`config.mk`:
```
export PLATFORM = sky130hd
export DESIGN_NAME = student_muxnway_rr
export DESIGN_NICKNAME = d
export VERILOG_FILES = /design/src/rtl/student_muxnway_rr.sv
export SDC_FILE = /design/constraint.sdc
export NUM_CORES = 1
export LEC_CHECK = 0
export ABC_CLOCK_PERIOD_IN_PS = 7500
export BUFFER_PORTS_ARGS = -buffer_cell sky130_fd_sc_hd__buf_2
export CAP_MARGIN = 20
export CORE_MARGIN = 2
export CORE_UTILIZATION = 47
export CTS_CLUSTER_DIAMETER = 60
export DETAILED_ROUTE_END_ITERATION = 10
export PLACE_DENSITY = 0.81
export SLEW_MARGIN = 10
export SYNTH_ARGS = -nofsm -noshare
export SYNTH_HDL_FRONTEND = slang
export SYNTH_SLANG_ARGS = --single-unit
```
`constraint.sdc`:
```
create_clock -name clk -period 7.5 [get_ports clk]
set_input_delay 0 -clock clk [delete_from_list [all_inputs] [get_ports clk]]
set_output_delay 0 -clock clk [all_outputs]
set_load 0.1 [all_outputs]
```
`src/rtl/student_muxnway_rr.sv`:
```
// student_muxnway_rr
//   WAYS-input, WIDTH-bit channel selector with valid/ready handshakes and a
//   registered output stage. Mode 0 forwards the channel picked by `sel`;
//   mode 1 arbitrates round-robin across the valid channels.
//
// Ports
//   clk, rst_n           clock, synchronous active-low reset
//   mode                 0 = fixed select, 1 = round-robin
//   sel                  channel select (mode 0 only)
//   in_data/in_valid     WAYS packed input channels, channel i at [i*WIDTH +: WIDTH]
//   in_ready             per-channel ready (combinational)
//   out_data/out_valid   registered output word and valid
//   out_ready            consumer ready
//   out_chan             channel that supplied out_data
//   xfer_count           accepted input beats since reset (wraps)

module student_muxnway_rr #(
  parameter int unsigned WIDTH = 16,
  parameter int unsigned WAYS  = 8,
  parameter int unsigned SEL_W = 3,
  parameter int unsigned CNT_W = 16
) (
  input  logic                    clk,
  input  logic                    rst_n,
  input  logic                    mode,
  input  logic [SEL_W-1:0]        sel,
  input  logic [WAYS*WIDTH-1:0]   in_data,
  input  logic [WAYS-1:0]         in_valid,
  output logic [WAYS-1:0]         in_ready,
  output logic [WIDTH-1:0]        out_data,
  output logic                    out_valid,
  input  logic                    out_ready,
  output logic [SEL_W-1:0]        out_chan,
  output logic [CNT_W-1:0]        xfer_count
);

  logic [WIDTH-1:0] out_data_q, out_data_d;
  logic             out_valid_q, out_valid_d;
  logic [SEL_W-1:0] out_chan_q, out_chan_d;
  logic [CNT_W-1:0] cnt_q, cnt_d;
  logic [SEL_W-1:0] ptr_q, ptr_d;

  logic             load_en;
  logic [SEL_W-1:0] grant;
  logic             rr_found;
  logic             sel_ok;
  logic             gvalid;
  logic [WIDTH-1:0] gword;
  logic             rdy_en;
  logic             xfer;
  int unsigned      idx;

  always_comb begin
    load_en  = !out_valid_q || out_ready;
    sel_ok   = (32'(sel) < WAYS);
    grant    = '0;
    rr_found = 1'b0;
    idx      = 0;

    if (!mode) begin
      grant = sel;
    end else begin
      // First valid channel at or after ptr, wrapping at WAYS.
      for (int unsigned k = 0; k < WAYS; k++) begin
        idx = (32'(ptr_q) + k) % WAYS;
        if (!rr_found && in_valid[idx]) begin
          rr_found = 1'b1;
          grant    = idx[SEL_W-1:0];
        end
      end
    end

    // Index through a compare loop so an out-of-range sel never addresses
    // beyond the WAYS channels.
    gvalid = 1'b0;
    gword  = '0;
    for (int unsigned i = 0; i < WAYS; i++) begin
      if (SEL_W'(i) == grant) begin
        gvalid = in_valid[i];
        gword  = in_data[i*WIDTH +: WIDTH];
      end
    end

    rdy_en = rst_n && load_en && (mode ? rr_found : sel_ok);
    xfer   = rdy_en && gvalid;

    in_ready = '0;
    for (int unsigned i = 0; i < WAYS; i++) begin
      if (SEL_W'(i) == grant) in_ready[i] = rdy_en;
    end

    out_data_d  = out_data_q;
    out_valid_d = out_valid_q;
    out_chan_d  = out_chan_q;
    if (load_en) begin
      out_valid_d = xfer;
      if (xfer) begin
        out_data_d = gword;
        out_chan_d = grant;
      end
    end

    cnt_d = cnt_q + CNT_W'(xfer);

    ptr_d = ptr_q;
    if (xfer && mode) begin
      ptr_d = (grant == SEL_W'(WAYS - 1)) ? '0 : grant + 1'b1;
    end
  end

  always_ff @(posedge clk) begin
    if (!rst_n) begin
      out_data_q  <= '0;
      out_valid_q <= 1'b0;
      out_chan_q  <= '0;
      cnt_q       <= '0;
      ptr_q       <= '0;
    end else begin
      out_data_q  <= out_data_d;
      out_valid_q <= out_valid_d;
      out_chan_q  <= out_chan_d;
      cnt_q       <= cnt_d;
      ptr_q       <= ptr_d;
    end
  end

  assign out_data   = out_data_q;
  assign out_valid  = out_valid_q;
  assign out_chan   = out_chan_q;
  assign xfer_count = cnt_q;

endmodule

```
-- Word level (Yosys, flattened, before mapping)
Index checks and enable logic that the tools add are counted.
- output and inout bits: 44
- flip-flop bits (word level): 39
- logic and storage cells: 118
- muxes and demuxes: 66
- reduce and logical (&&, ||, !) cells: 22
- eq/ne operators: 8
- magnitude comparators: 8
- add/subtract/negate cells: 9
- operators with widths (kind ; count):
    16-bit 2-to-1 mux ; 8
    1-bit 2-to-1 mux ; 40
    3-bit by 4-bit less-than comparator with 1-bit output, second input constant ; 8
    3-bit 2-to-1 mux ; 10
    1-bit binary-select mux with 3-bit select ; 8
    16-bit by 1-bit adder with 16-bit output ; 1
    3-bit adder, second input constant ; 4
    3-bit equality test, first input constant ; 4
    1-bit logical AND ; 11
    1-bit logical NOT ; 8
    3-bit by 1-bit adder with 3-bit output, second input constant ; 2
    3-bit by 2-bit adder with 3-bit output, second input constant ; 2
    2-bit by 3-bit equality test with 1-bit output, first input constant ; 2
    1-bit by 3-bit equality test with 1-bit output, first input constant ; 1
    3-bit equality test, second input constant ; 1
    3-bit logical NOT ; 1
    2-bit AND reduction ; 1
    1-bit logical OR ; 1

-- Logic depth before layout (Yosys ltp)
Gate-level depths: netlist (run 1).
- depth after elaboration: 43
- mapped depth: 27

-- Worst setup path before layout (run 1)
Ideal clock, no wire load.
- path type: register -> register
- from: register ptr_q[1]
- to: register cnt_q[10] (netlist: xfer_count[10])
- data required time: 7.424 ns
- cell stages (with the launch flop): 26
- setup slack: 2.072 ns
- data arrival time: 5.352 ns
- path buffers: 4
- cells stage by stage: dfxtp_1 clkbuf_1 inv_1 ha_1 buf_6 mux4_2 nor4_4 nand3_2 or3b_2 a21oi_1 o22a_1 ha_1 ha_1 clkbuf_1 nand3b_1 a21oi_1 mux2_2 o211ai_1 mux2_4 inv_2 ha_1 ha_1 clkbuf_1 nand2_1 or3_1 a21boi_0
- longest elaborated chain between the ends: 43
- elaborated cells on any way between the ends: 81
- classes of those cells: add/sub (8); eq/ne (7); mux (49); reduce/logical (17)
- RTL lines (item ; RTL line ; RTL):
    start: declaration ; 41 ; logic [SEL_W-1:0] ptr_q, ptr_d;
    start signal: assignment ; 123 ; ptr_q <= ptr_d;
    branches (longest 30 deep; another with 3-bit by 1-bit adder with 3-bit output) ; n/a ;
    3-bit 2-to-1 mux * ; 66 ; if (!rr_found && in_valid[idx]) begin
    3-bit 2-to-1 mux * ; 60 ; if (!mode) begin
    net grant[0] ; 44 ; logic [SEL_W-1:0] grant;
    3-bit logical NOT ; 78 ; if (SEL_W'(i) == grant) begin
    1-bit 2-to-1 mux (7 in series) ; 78 ;
    1-bit 2-to-1 mux * ; 78 ;
    1-bit logical AND * ; 85 ; xfer = rdy_en && gvalid;
    net xfer ; 50 ; logic xfer;
    16-bit by 1-bit adder with 16-bit output * ; 103 ; cnt_d = cnt_q + CNT_W'(xfer);
    end signal: assignment ; 122 ; cnt_q <= cnt_d;
    end: declaration ; 40 ; logic [CNT_W-1:0] cnt_q, cnt_d;
Mark *: on every way through the listed nets, which the timed path passes. The select of a mux whose other input is x is not followed.
A chain may end at the register's enable or synchronous reset.

-- Final worst setup path (run 1)
- from: register ptr_q[0]
- to: register cnt_q[10] (netlist: xfer_count[10])
- longest elaborated chain between the ends: 43
- elaborated cells on any way between the ends: 81
- classes of those cells: add/sub (8); eq/ne (7); mux (49); reduce/logical (17)
- RTL lines (item ; RTL line):
    branches (longest 41 deep; another with 3-bit by 1-bit adder with 3-bit output) ; n/a
    1-bit logical AND * ; 85
    net xfer ; 50
    16-bit by 1-bit adder with 16-bit output * ; 103
Marked as above.

==> results of run 1 <==
## sequential cells by signal, summed over array words and instances, names as in the netlist
| name | flops |
|---|---|
| out_chan | 3 |
| ptr_q | 3 |
| out_data | 16 |
| out_valid | 1 |
| xfer_count | 16 |
## cells in the final DEF (no fill, tap or decap), types with 4 or more instances in the layout
cell / netlist / layout
nand3_1: 11 / 11
xnor2_1: 15 / 15
or3_1: 17 / 17
and2_1: 16 / 16
a21oi_1: 87 / 87
nor2b_1: 4 / 4
mux2i_1: 5 / 5
a21boi_1: 4 / 4
buf_4: 0 / 4
mux4_2: 8 / 8
ha_1: 10 / 8
a22oi_1: 4 / 4
o21ai_0: 22 / 22
dfxtp_1: 39 / 39
and3_1: 10 / 10
nand2_1: 35 / 35
buf_2: 4 / 186
clkbuf_8: 0 / 5
nor2_1: 36 / 36
inv_1: 24 / 24
a31o_1: 17 / 17
a311oi_1: 15 / 15
a32oi_1: 16 / 16
o22ai_1: 18 / 18
## critical path, stage by stage (launching register included)
cell	delay, ns
dfxtp_1	0.68
inv_1	0.15
ha_1	0.52
mux4_2	0.68
mux2i_1	0.28
a32o_1	0.34
a22oi_1	0.14
a311oi_2	0.27
o21bai_4	0.28
inv_4	0.37
ha_1	0.84
a21oi_1	0.06
o21ai_0	0.11
nand3_1	0.08
mux2_4	0.46
inv_2	0.16
ha_1	0.18
ha_1	0.30
nand2_1	0.09
or3_1	0.34
a21boi_0	0.15
## metal layers
layer | track usage (%) | part of all wire (%) | up-vias
met2 | 49.6 | 50 | 226
met1 | 37.3 | 41 | 2113
met4 | 9.30 | 2.8 | 0
li1 | - | - | 2233
met5 | 0 | 0 | -
met3 | 2.73 | 7.0 | 33
## power breakdown
group,internal (W),leakage (nW),switching (W)
Clock,0.0000651,0.0412,0.0000757
Combinational,0.000543,1.78,0.00130
Sequential,0.000271,0.317,0.0000606
## logic make-up (layout without fill, tap and decap cells)
logic type	Yosys count	count (layout)	synth area share, %
fa+ha+maj	10	10	3.26
simple gates	147	147	19.8
mux	18	18	7.70
compound gates	211	211	36.0
flops	39	39	20.4
buf+inv	80	226	9.01
xor+xnor	17	17	3.89
## worst max path at each step
| stage | end | slack [ns] | from | cells after the start |
|---|---|---|---|---|
| CTS | xfer_count[10] | 1.0 | ptr_q[0] | 20 |
| finish | xfer_count[10] | 0.93 | ptr_q[0] | 20 |
| global placement | xfer_count[10] | 1.16 | ptr_q[0] | 20 |
| detailed placement | xfer_count[10] | 1.02 | ptr_q[0] | 21 |
| floorplan | xfer_count[10] | 2.07 | ptr_q[1] | 25 |
| global route | xfer_count[10] | 0.42 | ptr_q[0] | 21 |
## area by class of cell
class                           instances  area [sq um]  area share (%)
Multi-Input combinational cell        403          2710            56.8
Timing Repair Buffer                  190           961            20.1
Sequential cell                        39           781            16.4
Tap cell                              102           128            2.67
Inverter                               28           108            2.25
Clock buffer                            6          72.6            1.52
Clock inverter                          2          12.5           0.262
## through the flow
| step | worst slack (ns) | total power (W) | area, sq um | utilization, % |
|---|---|---|---|---|
| 2_1_floorplan | 2.07 | 0.00186 | 3830 | - |
| 3_3_place_gp | 1.16 | 0.00213 | 4690 | 60.0 |
| 3_5_place_dp | 1.02 | 0.00215 | 4690 | 60.0 |
| 4_1_cts | 0.997 | 0.00229 | 4770 | 61.1 |
| 5_1_grt | 0.419 | 0.00248 | 4770 | 61.1 |
| 6_report | 0.927 | 0.00232 | 4770 | 61.1 |
==> impl_results.md, run 1 <==
- Max clock buf depth: 2
- CP arrival: 6.79 ns
- Gpl congestion: 0.914
- Largest cells by area after synthesis: dfxtp_1 (20%), a21oi_1 (11%), mux4_2 (4.7%)
- Most common cell in the netlist: a21oi_1
- R2R depth: 20
- Total number of vias: 4605
- DP HPWL: 9.92 mm
- Post-synth top cells: a21oi_1 (87), clkbuf_1 (39), dfxtp_1 (39)
- Hold Crit Depth: 3
- Post CTS Setup Buffer Count: 0
- Syn Area/Cell: 7.34 sq um
- Yosys synthesis warning count: 0
- CTS hold repair buffers: 0
- CTS tree: yes
- Final setup vio count: 0
- Max-cap viol count: 0
- H-tree depth: 2
- First drt pass iteration count: 5
- Drt drc: 0
- Routed Antenna Nets: 0
- Initial antenna violation count: 0
- Core Rows: 32
- Initial Utilization: 49.1%
- Sink of the worst hold path: out_data[12]
- DRT iter0 DRCs: 301
- Post-CTS sizing: 0
- Die height: 94.3 microns
- Net Count, Synth: 675
- Number of synthesized flops with an enable pin: 0
- Tmin final: 6.57 ns
- WL/cell: 16.9 microns
- FF+latch count, synth: 39
- Clock slew at reported path FFs: 0.08 ns
- Layout cell share with drive strength beyond 1: 33.5%
- Worst hold margin: 0.0288 ns
- Crit-path max FO: 39
- Sequential area share after synthesis: 20.4%
- Tcrit/Tclk final: 87.6%
- WL final: 13.0 mm
- Vias in the first global route: 4341
- Pwr/cell area: 486 nW/um^2
- Hold Startpoint: in_data[124]
- Clk Latency, worst-skew pair: 0.29 ns
- Ys async rst share: 0%
- Core ar.: 7810 sq um
- RSZ-0062 raised after global routing: false
- Synth unique cells: 63
- Worst r2r src: ptr_q[0]
- Synth area leader: dfxtp_1
- Total GRT Usage: 28.6%
- Placed insts: 762
- Slew Viols, Final: 0
- Critical path class: register to register
- Largest net degree at the start of global routing: 46
- Antenna Cells: 0
- Clock skew: 0.00545 ns
- Status: completed
- Filler Cell Count: 730
- Die footprint: 8890 sq um
- Synthesis-to-finish area growth: 24.6%
- Critical Path End Type: register
- Ys flop type: dfxtp_1
- Final net count: 820
- Global-route wire length before repair: 20.6 mm
- Worst Max-Slew Pin Slew: 0.935 ns
- Fmax: 152 MHz
- Layout Cells excl Fill: 770
- IO buf count: 186
- # IOs: 187
- Total congestion overflow: 0
- Worst setup SP type: register
- Hold Crit Class: primary input to register
- Die X: 94.3 microns
- Peak supply drop: 0.272 mV
- P_leak: 2.14 nW
- Slew headroom: 37.7%
- Clock root buffer: clkbuf_8
- Vias per cell: 5.98
- Total CTS buffers: 5
- Mapped Area: 3830 sq um
- Worst reg2reg path endpoint: xfer_count[10]
- CP required: 7.72 ns
- Syn Inst Count: 522
- Final setup TNS: 0 ns
- CTS sink count: 39
- Share of the synthesized area in the top cell type: 20.4%
- Final hold viol count: 0
- Flop-to-flop setup slack: 0.93 ns
(Power assumes the default switching activity.)
==> run 2, diff against run 1 <==
==> config.mk (replaced) <==
export PLATFORM = sky130hd
export DESIGN_NAME = student_muxnway_rr
export DESIGN_NICKNAME = d
export VERILOG_FILES = /design/src/rtl/student_muxnway_rr.sv
export SDC_FILE = /design/constraint.sdc
export NUM_CORES = 1
export LEC_CHECK = 0
export ABC_CLOCK_PERIOD_IN_PS = 7700
export BUFFER_PORTS_ARGS = -buffer_cell sky130_fd_sc_hd__buf_2
export CAP_MARGIN = 20
export CORE_ASPECT_RATIO = 1.4
export CORE_MARGIN = 2
export CORE_UTILIZATION = 51
export CTS_CLUSTER_DIAMETER = 60
export DETAILED_ROUTE_END_ITERATION = 10
export PLACE_DENSITY = 0.87
export SYNTH_ARGS = -nofsm -noshare
export SYNTH_HDL_FRONTEND = slang
export SYNTH_SLANG_ARGS = --single-unit
==> constraint.sdc (replaced) <==
create_clock -name clk -period 7.7 [get_ports clk]
set_input_delay 0 -clock clk [delete_from_list [all_inputs] [get_ports clk]]
set_output_delay 0 -clock clk [all_outputs]
set_load 0.1 [all_outputs]
==> impl_results.md, run 2 (synthesized netlist as in run 1, its figures left out) <==
- WL final: 13.1 mm (was 13.0 mm)
- RSZ-0062 raised after global routing: false (unchanged)
- Die height: 107 microns (was 94.3 microns)
- Tmin final: 6.54 ns (was 6.57 ns)
- Slew Viols, Final: 0 (unchanged)
- H-tree depth: 2 (unchanged)
- Overall power: 0.00226 W (was 0.00232 W)
- Vias per cell: 6.08 (was 5.98)
- Initial antenna violation count: 0 (unchanged)
- Final worst slack: 1.16 ns (was 0.927 ns)
- Die footprint: 8230 sq um (was 8890 sq um)
- Worst path max stage delay: 0.69 ns (was 0.84 ns)
- Gpl congestion: 1.03 (was 0.914)
- Antenna Cells: 0 (unchanged)
- Critical path class: register to register (unchanged)
- Routed Antenna Nets: 0 (unchanged)
- CTS hold repair buffers: 0 (unchanged)
- Clk Latency, worst-skew pair: 0.30 ns (was 0.29 ns)
- Met2 GRT Util: 54.0% (was 49.6%)
- Pwr/cell area: 474 nW/um^2 (was 486 nW/um^2)
- Slew headroom: 53.0% (was 37.7%)
- Synthesis-to-finish area growth: 24.7% (was 24.6%)
- Peak supply drop: 0.183 mV (was 0.272 mV)
- Total congestion overflow: 0 (unchanged)
- DP HPWL: 10.1 mm (was 9.92 mm)
- CTS sink count: 39 (unchanged)
- Worst hold margin: 0.0350 ns (was 0.0288 ns)
- Comb power frac: 79.6% (about the same)
- Global-route wire length before repair: 20.6 mm (about the same)
- Sw Ratio: 62.3% (was 62.1%)
- Crit-path max FO: 39 (unchanged)
- Final net count: 821 (was 820)
- DRT iter0 DRCs: 387 (was 301)
- Vias in the first global route: 4302 (was 4341)
- CTS tree: yes (unchanged)
- Seq pwr share: 14.3% (about the same)
- Layout Cells excl Fill: 766 (was 770)
- Gr busiest metal: met2 (unchanged)
- Clock root buffer: clkbuf_8 (unchanged)
- Post CTS Setup Buffer Count: 0 (unchanged)
- Critical Path End Type: register (unchanged)
- P_sw: 0.00141 W (was 0.00144 W)
- Die X: 77.3 microns (was 94.3 microns)
- First drt pass iteration count: 5 (unchanged)
- Grt met1 use: 37.8% (was 37.3%)
- Worst Max-Slew Pin Slew: 0.705 ns (was 0.935 ns)
- Core ar.: 7310 sq um (was 7810 sq um)
- Total CTS buffers: 5 (unchanged)
- CP required: 7.92 ns (was 7.72 ns)
- Placed insts: 758 (was 762)
- Max-cap viol count: 0 (unchanged)
- Clock share of power: 6.2% (was 6.1%)
- Status: completed (unchanged)
- Worst setup SP type: register (unchanged)
- Clock slew at reported path FFs: 0.08 ns (about the same)
- Commonest non-fill, non-tap cells in the layout: buf_2 (186), a21oi_1 (87), dfxtp_1 (39) (unchanged)
- Drt drc: 0 (unchanged)
- P_leak: 2.15 nW (was 2.14 nW)
- Crit-path slowest cell: dfxtp_1 (was ha_1)
- Final setup vio count: 0 (unchanged)
- Internal cell power: 0.000854 W (was 0.000879 W)
- Post-CTS sizing: 0 (unchanged)
- Initial Utilization: 52.4% (was 49.1%)
- Hold Crit Class: primary input to register (unchanged)
- Final setup TNS: 0 ns (unchanged)
- Commonest non-fill, non-tap cell in the layout: buf_2 (unchanged)
- Max clock buf depth: 2 (unchanged)
- Largest net degree at the start of global routing: 68 (was 46)
- IO buf count: 186 (unchanged)
- Most used cell, CP: ha_1 (unchanged)
- Layout cell share with drive strength beyond 1: 33.8% (was 33.5%)
- Clock skew: 0.00721 ns (was 0.00545 ns)
- Placement Setup Slack: 1.27 ns (was 1.02 ns)
- CP arrival: 6.76 ns (was 6.79 ns)
- Fmax: 153 MHz (was 152 MHz)
- WL/cell: 17.1 microns (was 16.9 microns)
- Total GRT Usage: 30.4% (was 28.6%)
- Total number of vias: 4655 (was 4605)
- Core Rows: 37 (was 32)
- Tcrit/Tclk final: 84.9% (was 87.6%)
- GR Util met3: 3.70% (was 2.73%)
- Final hold viol count: 0 (unchanged)
- # IOs: 187 (unchanged)
- CP Cell Sequence: inv_1, ha_1, mux4_2, nor4_4, nand3_2, or3b_2, a21oi_1, o22a_1, ha_1, ha_1, nand3b_1, a21oi_1, mux2_2, o211ai_1, mux2_4, inv_2, ha_1, ha_1, nand2_1, or3_1, a21boi_0 (was inv_1, ha_1, mux4_2, mux2i_1, a32o_1, a22oi_1, a311oi_2, o21bai_4, inv_4, ha_1, a21oi_1, o21ai_0, nand3_1, mux2_4, inv_2, ha_1, ha_1, nand2_1, or3_1, a21boi_0)
[run 2: cell types whose count changed in the layout (fill, tap and decap cells not counted)]
| cell | before | now |
|---|---|---|
| clkbuf_1 | 1 | 0 |
| clkinvlp_4 | 1 | 2 |
| buf_4 | 4 | 5 |
[run 2: path summary, 6_finish.rpt]
check                                  from        endpoint  slack, ns  depth (start not counted)
worst min-delay path              out_ready       out_valid       0.03                          3
worst max-delay path               ptr_q[0]  xfer_count[10]       1.16                         21
worst min register to register  out_chan[2]     out_chan[2]       0.46                          2
worst max register to register     ptr_q[0]  xfer_count[10]       1.16                         21
[run 2: final cells by class]
type / count / area (sq um)
multi-input combinational: 403 / 2710
clock buffer: 5 / 68.8
clock inverter: 3 / 20.0
fill: 692 / 2540
tap: 97 / 121
inverter: 28 / 108
timing repair buffer: 191 / 968
sequential: 39 / 781
[run 2: power by group through the flow]
| stage | Clock (W) | Sequential, W | Combinational (W) |
|---|---|---|---|
| 3_3_place_gp | 0 | 0.000325 | 0.00175 |
| 6_report | 0.000139 | 0.000323 | 0.00180 |
| 3_5_place_dp | 0 | 0.000326 | 0.00177 |
| 4_1_cts | 0.000139 | 0.000321 | 0.00178 |
| 5_1_grt | 0.000151 | 0.000330 | 0.00193 |
| 2_1_floorplan | 0 | 0.000684 | 0.00112 |
[run 2: critical path, delay by kind of cell, from the launching register on]
family | cells | cell delay (ns)
compound gates | 5 | 0.84
fa+ha+maj | 5 | 1.75
simple gates | 6 | 1.59
buf+inv | 2 | 0.28
mux | 3 | 1.28
flops | 1 | 0.69
[run 2: stage by stage]
stage	cell area [sq um]	utilization [%]
after detailed placement	4690	64.1
final	4780	65.3
after floorplan	3830	-
after global routing	4780	65.3
after CTS	4780	65.3
after global placement	4690	64.1
[run 2: routing by layer]
metal,part of all wire [%],vias to the layer above
li1,-,2228
met1,39,2133
met2,50,264
met3,7.6,30
met4,2.8,0
met5,0,-
==> run 3, diff against run 2 <==
==> config.mk (replaced) <==
export PLATFORM = sky130hd
export DESIGN_NAME = student_muxnway_rr
export DESIGN_NICKNAME = d
export VERILOG_FILES = /design/src/rtl/student_muxnway_rr.sv
export SDC_FILE = /design/constraint.sdc
export NUM_CORES = 1
export LEC_CHECK = 0
export ABC_AREA = 1
export ABC_CLOCK_PERIOD_IN_PS = 6900
export BUFFER_PORTS_ARGS = -buffer_cell sky130_fd_sc_hd__buf_2
export CAP_MARGIN = 20
export CORE_ASPECT_RATIO = 1.4
export CORE_MARGIN = 2
export CORE_UTILIZATION = 48
export CTS_CLUSTER_DIAMETER = 60
export DETAILED_ROUTE_END_ITERATION = 10
export PLACE_DENSITY = 0.82
export SYNTH_ARGS = -nofsm -noshare
export SYNTH_HDL_FRONTEND = slang
export SYNTH_SLANG_ARGS = --single-unit
==> constraint.sdc (replaced) <==
create_clock -name clk -period 6.9 [get_ports clk]
set_input_delay 0 -clock clk [delete_from_list [all_inputs] [get_ports clk]]
set_output_delay 0 -clock clk [all_outputs]
set_load 0.1 [all_outputs]
==> impl_results.md, run 3 <==
- Status: completed (unchanged)
- Die X: 82.2 microns (was 77.3 microns)
- Critical Path End Type: register (unchanged)
- CTS tree: yes (unchanged)
- Syn Area/Cell: 5.41 sq um (was 7.34 sq um)
- Routed Antenna Nets: 0 (unchanged)
- Final net count: 1078 (was 821)
- IO buf count: 186 (unchanged)
- Sequential area share after synthesis: 19.0% (was 20.4%)
- Worst setup SP type: register (unchanged)
- Synth area leader: nand2_1 (was dfxtp_1)
- Final setup vio count: 0 (unchanged)
- CTS sink count: 39 (unchanged)
- Largest cells by area after synthesis: nand2_1 (22%), dfxtp_1 (19%), nand3_1 (9.7%) (was dfxtp_1 (20%), a21oi_1 (11%), mux4_2 (4.7%))
- # IOs: 187 (unchanged)
- Core Rows: 39 (was 37)
- Slew Viols, Final: 0 (unchanged)
- Crit-path slowest cell: dfxtp_1 (unchanged)
- Mapped Area: 4110 sq um (was 3830 sq um)
- Gpl congestion: 0.955 (was 1.03)
- Core ar.: 8250 sq um (was 7310 sq um)
- H-tree depth: 2 (unchanged)
- Tcrit/Tclk final: 85.8% (was 84.9%)
- Fmax: 169 MHz (was 153 MHz)
- Peak supply drop: 0.399 mV (was 0.183 mV)
- Worst path max stage delay: 0.56 ns (was 0.69 ns)
- Yosys synthesis warning count: 0 (unchanged)
- Slew headroom: 59.3% (was 53.0%)
- Clock skew: 0.00572 ns (was 0.00721 ns)
- Synthesis-to-finish area growth: 28.1% (was 24.7%)
- Ys async rst share: 0% (unchanged)
- Total CTS buffers: 5 (unchanged)
- Max-cap viol count: 0 (unchanged)
- Clock root buffer: clkbuf_16 (was clkbuf_8)
- Vias per cell: 5.03 (was 6.08)
- Die footprint: 9320 sq um (was 8230 sq um)
- Filler Cell Count: 878 (was 692)
- Max clock buf depth: 2 (unchanged)
- Most used cell, CP: nand2_1 (was ha_1)
- Drt drc: 0 (unchanged)
- Antenna Cells: 0 (unchanged)
- RSZ-0062 raised after global routing: false (unchanged)
- Syn Inst Count: 759 (was 522)
- Pwr/cell area: 488 nW/um^2 (was 474 nW/um^2)
- Commonest non-fill, non-tap cells in the layout: nand2_1 (236), buf_2 (186), inv_1 (96) (was buf_2 (186), a21oi_1 (87), dfxtp_1 (39))
- Initial antenna violation count: 0 (unchanged)
- Crit-path max FO: 36 (was 39)
- Final setup TNS: 0 ns (unchanged)
- CTS hold repair buffers: 0 (unchanged)
- DP HPWL: 10.6 mm (was 10.1 mm)
- Commonest non-fill, non-tap cell in the layout: nand2_1 (was buf_2)
- Largest net degree at the start of global routing: 37 (was 68)
- Total GRT Usage: 28.2% (was 30.4%)
- WL/cell: 12.9 microns (was 17.1 microns)
- Critical path class: register to register (unchanged)
- Initial Utilization: 49.8% (was 52.4%)
- CP arrival: 6.13 ns (was 6.76 ns)
- Synth unique cells: 43 (was 63)
- Ys flop type: dfxtp_1 (unchanged)
- CP required: 7.11 ns (was 7.92 ns)
- Final hold viol count: 0 (unchanged)
- Total number of vias: 5170 (was 4655)
- DRT iter0 DRCs: 235 (was 387)
- Global-route wire length before repair: 20.7 mm (was 20.6 mm)
- Storage cell area: 781 sq um (unchanged)
- P_leak: 2.92 nW (was 2.15 nW)
- Clock slew at reported path FFs: 0.06 ns (was 0.08 ns)
- WL final: 13.3 mm (was 13.1 mm)
- Most common cell in the netlist: nand2_1 (was a21oi_1)
- Total congestion overflow: 0 (unchanged)
- Hold Crit Class: primary input to register (unchanged)
- Die height: 113 microns (was 107 microns)
- Layout cell share with drive strength beyond 1: 26.6% (was 33.8%)
- Worst hold margin: 0.0310 ns (was 0.0350 ns)
- Post-synth top cells: nand2_1 (236), inv_1 (97), nor2_1 (92) (was a21oi_1 (87), clkbuf_1 (39), dfxtp_1 (39))
- Worst Max-Slew Pin Slew: 0.611 ns (was 0.705 ns)
- Clk Latency, worst-skew pair: 0.28 ns (was 0.30 ns)
- Share of the synthesized area in the top cell type: 21.6% (was 20.4%)
- Vias in the first global route: 4597 (was 4302)
- First drt pass iteration count: 6 (was 5)
- FF+latch count, synth: 39 (unchanged)
- Footprint of the multi-input gates: 2730 sq um (was 2710 sq um)
- Number of synthesized flops with an enable pin: 0 (unchanged)
- Net Count, Synth: 912 (was 675)
- Tmin final: 5.92 ns (was 6.54 ns)
## run 3: routing by layer
layer	global-route usage, %	share of wire (%)	vias up
met5	0	0	-
met1	32.4	39	2205
met3	4.35	6.8	42
li1	-	-	2696
met4	12.1	4.4	0
met2	50.2	50	227
## run 3: worst paths after layout
check / end / from / cells past startpoint / slack, ns
max: xfer_count[14] / ptr_q[0] / 41 / 0.98
min: out_valid / out_ready / 4 / 0.03
max reg2reg: xfer_count[14] / ptr_q[0] / 41 / 0.98
min reg2reg: out_data[15] / out_data[15] / 4 / 0.51
## run 3: what timing repair did
action,4_1_cts,5_1_grt
resized for setup,0,3
setup buffers,0,3
endpoints found under the setup margin,0,2
## run 3: power breakdown
part           switching (W)  internal, W  leakage, nW
Combinational        0.00142     0.000524         2.52
Sequential         0.0000398     0.000287        0.318
Clock              0.0000871     0.000207       0.0911
Total                0.00155      0.00102         2.92
## run 3: critical path, delay by kind of cell (launching register included)
kind	cells	cell delay, ns
buffers and inverters	8	1.17
AO/OA/AOI/OAI	8	1.17
flip-flops	1	0.56
AND/OR/NAND/NOR	21	1.97
adder cells (fa/ha/maj)	4	0.97
## run 3: stage by stage
stage | cells | total power (W) | utilization, % | setup slack (ns) | area (sq um)
2_1_floorplan | 759 | 0.00190 | - | 1.63 | 4110
4_1_cts | 1025 | 0.00255 | 63.4 | 0.655 | 5230
5_1_grt | 1028 | 0.00278 | 63.8 | 0.0672 | 5260
6_report | 1028 | 0.00257 | 63.8 | 0.979 | 5260
3_3_place_gp | 1017 | 0.00223 | 61.1 | 0.931 | 5040
3_5_place_dp | 1017 | 0.00224 | 61.1 | 0.733 | 5040
## run 3: final cells by class
| type | instances | share of cell area, % |
|---|---|---|
| multi-input combinational | 573 | 52.0 |
| timing repair buffer | 196 | 19.1 |
| sequential | 39 | 14.8 |
| inverter | 110 | 8.06 |
| clock buffer | 6 | 2.45 |
| tap | 102 | 2.43 |
| clock inverter | 2 | 1.14 |
## run 3: kinds of logic (layout without fill, tap and decap cells)
family          Yosys count  after routing  share of synthesized area [%]
compound gates          100            100                           13.0
xor+xnor                  5              5                           1.25
buf+inv                 147            314                           14.7
flops                    39             39                           19.0
fa+ha+maj                10             10                           3.05
simple gates            458            458                           49.0
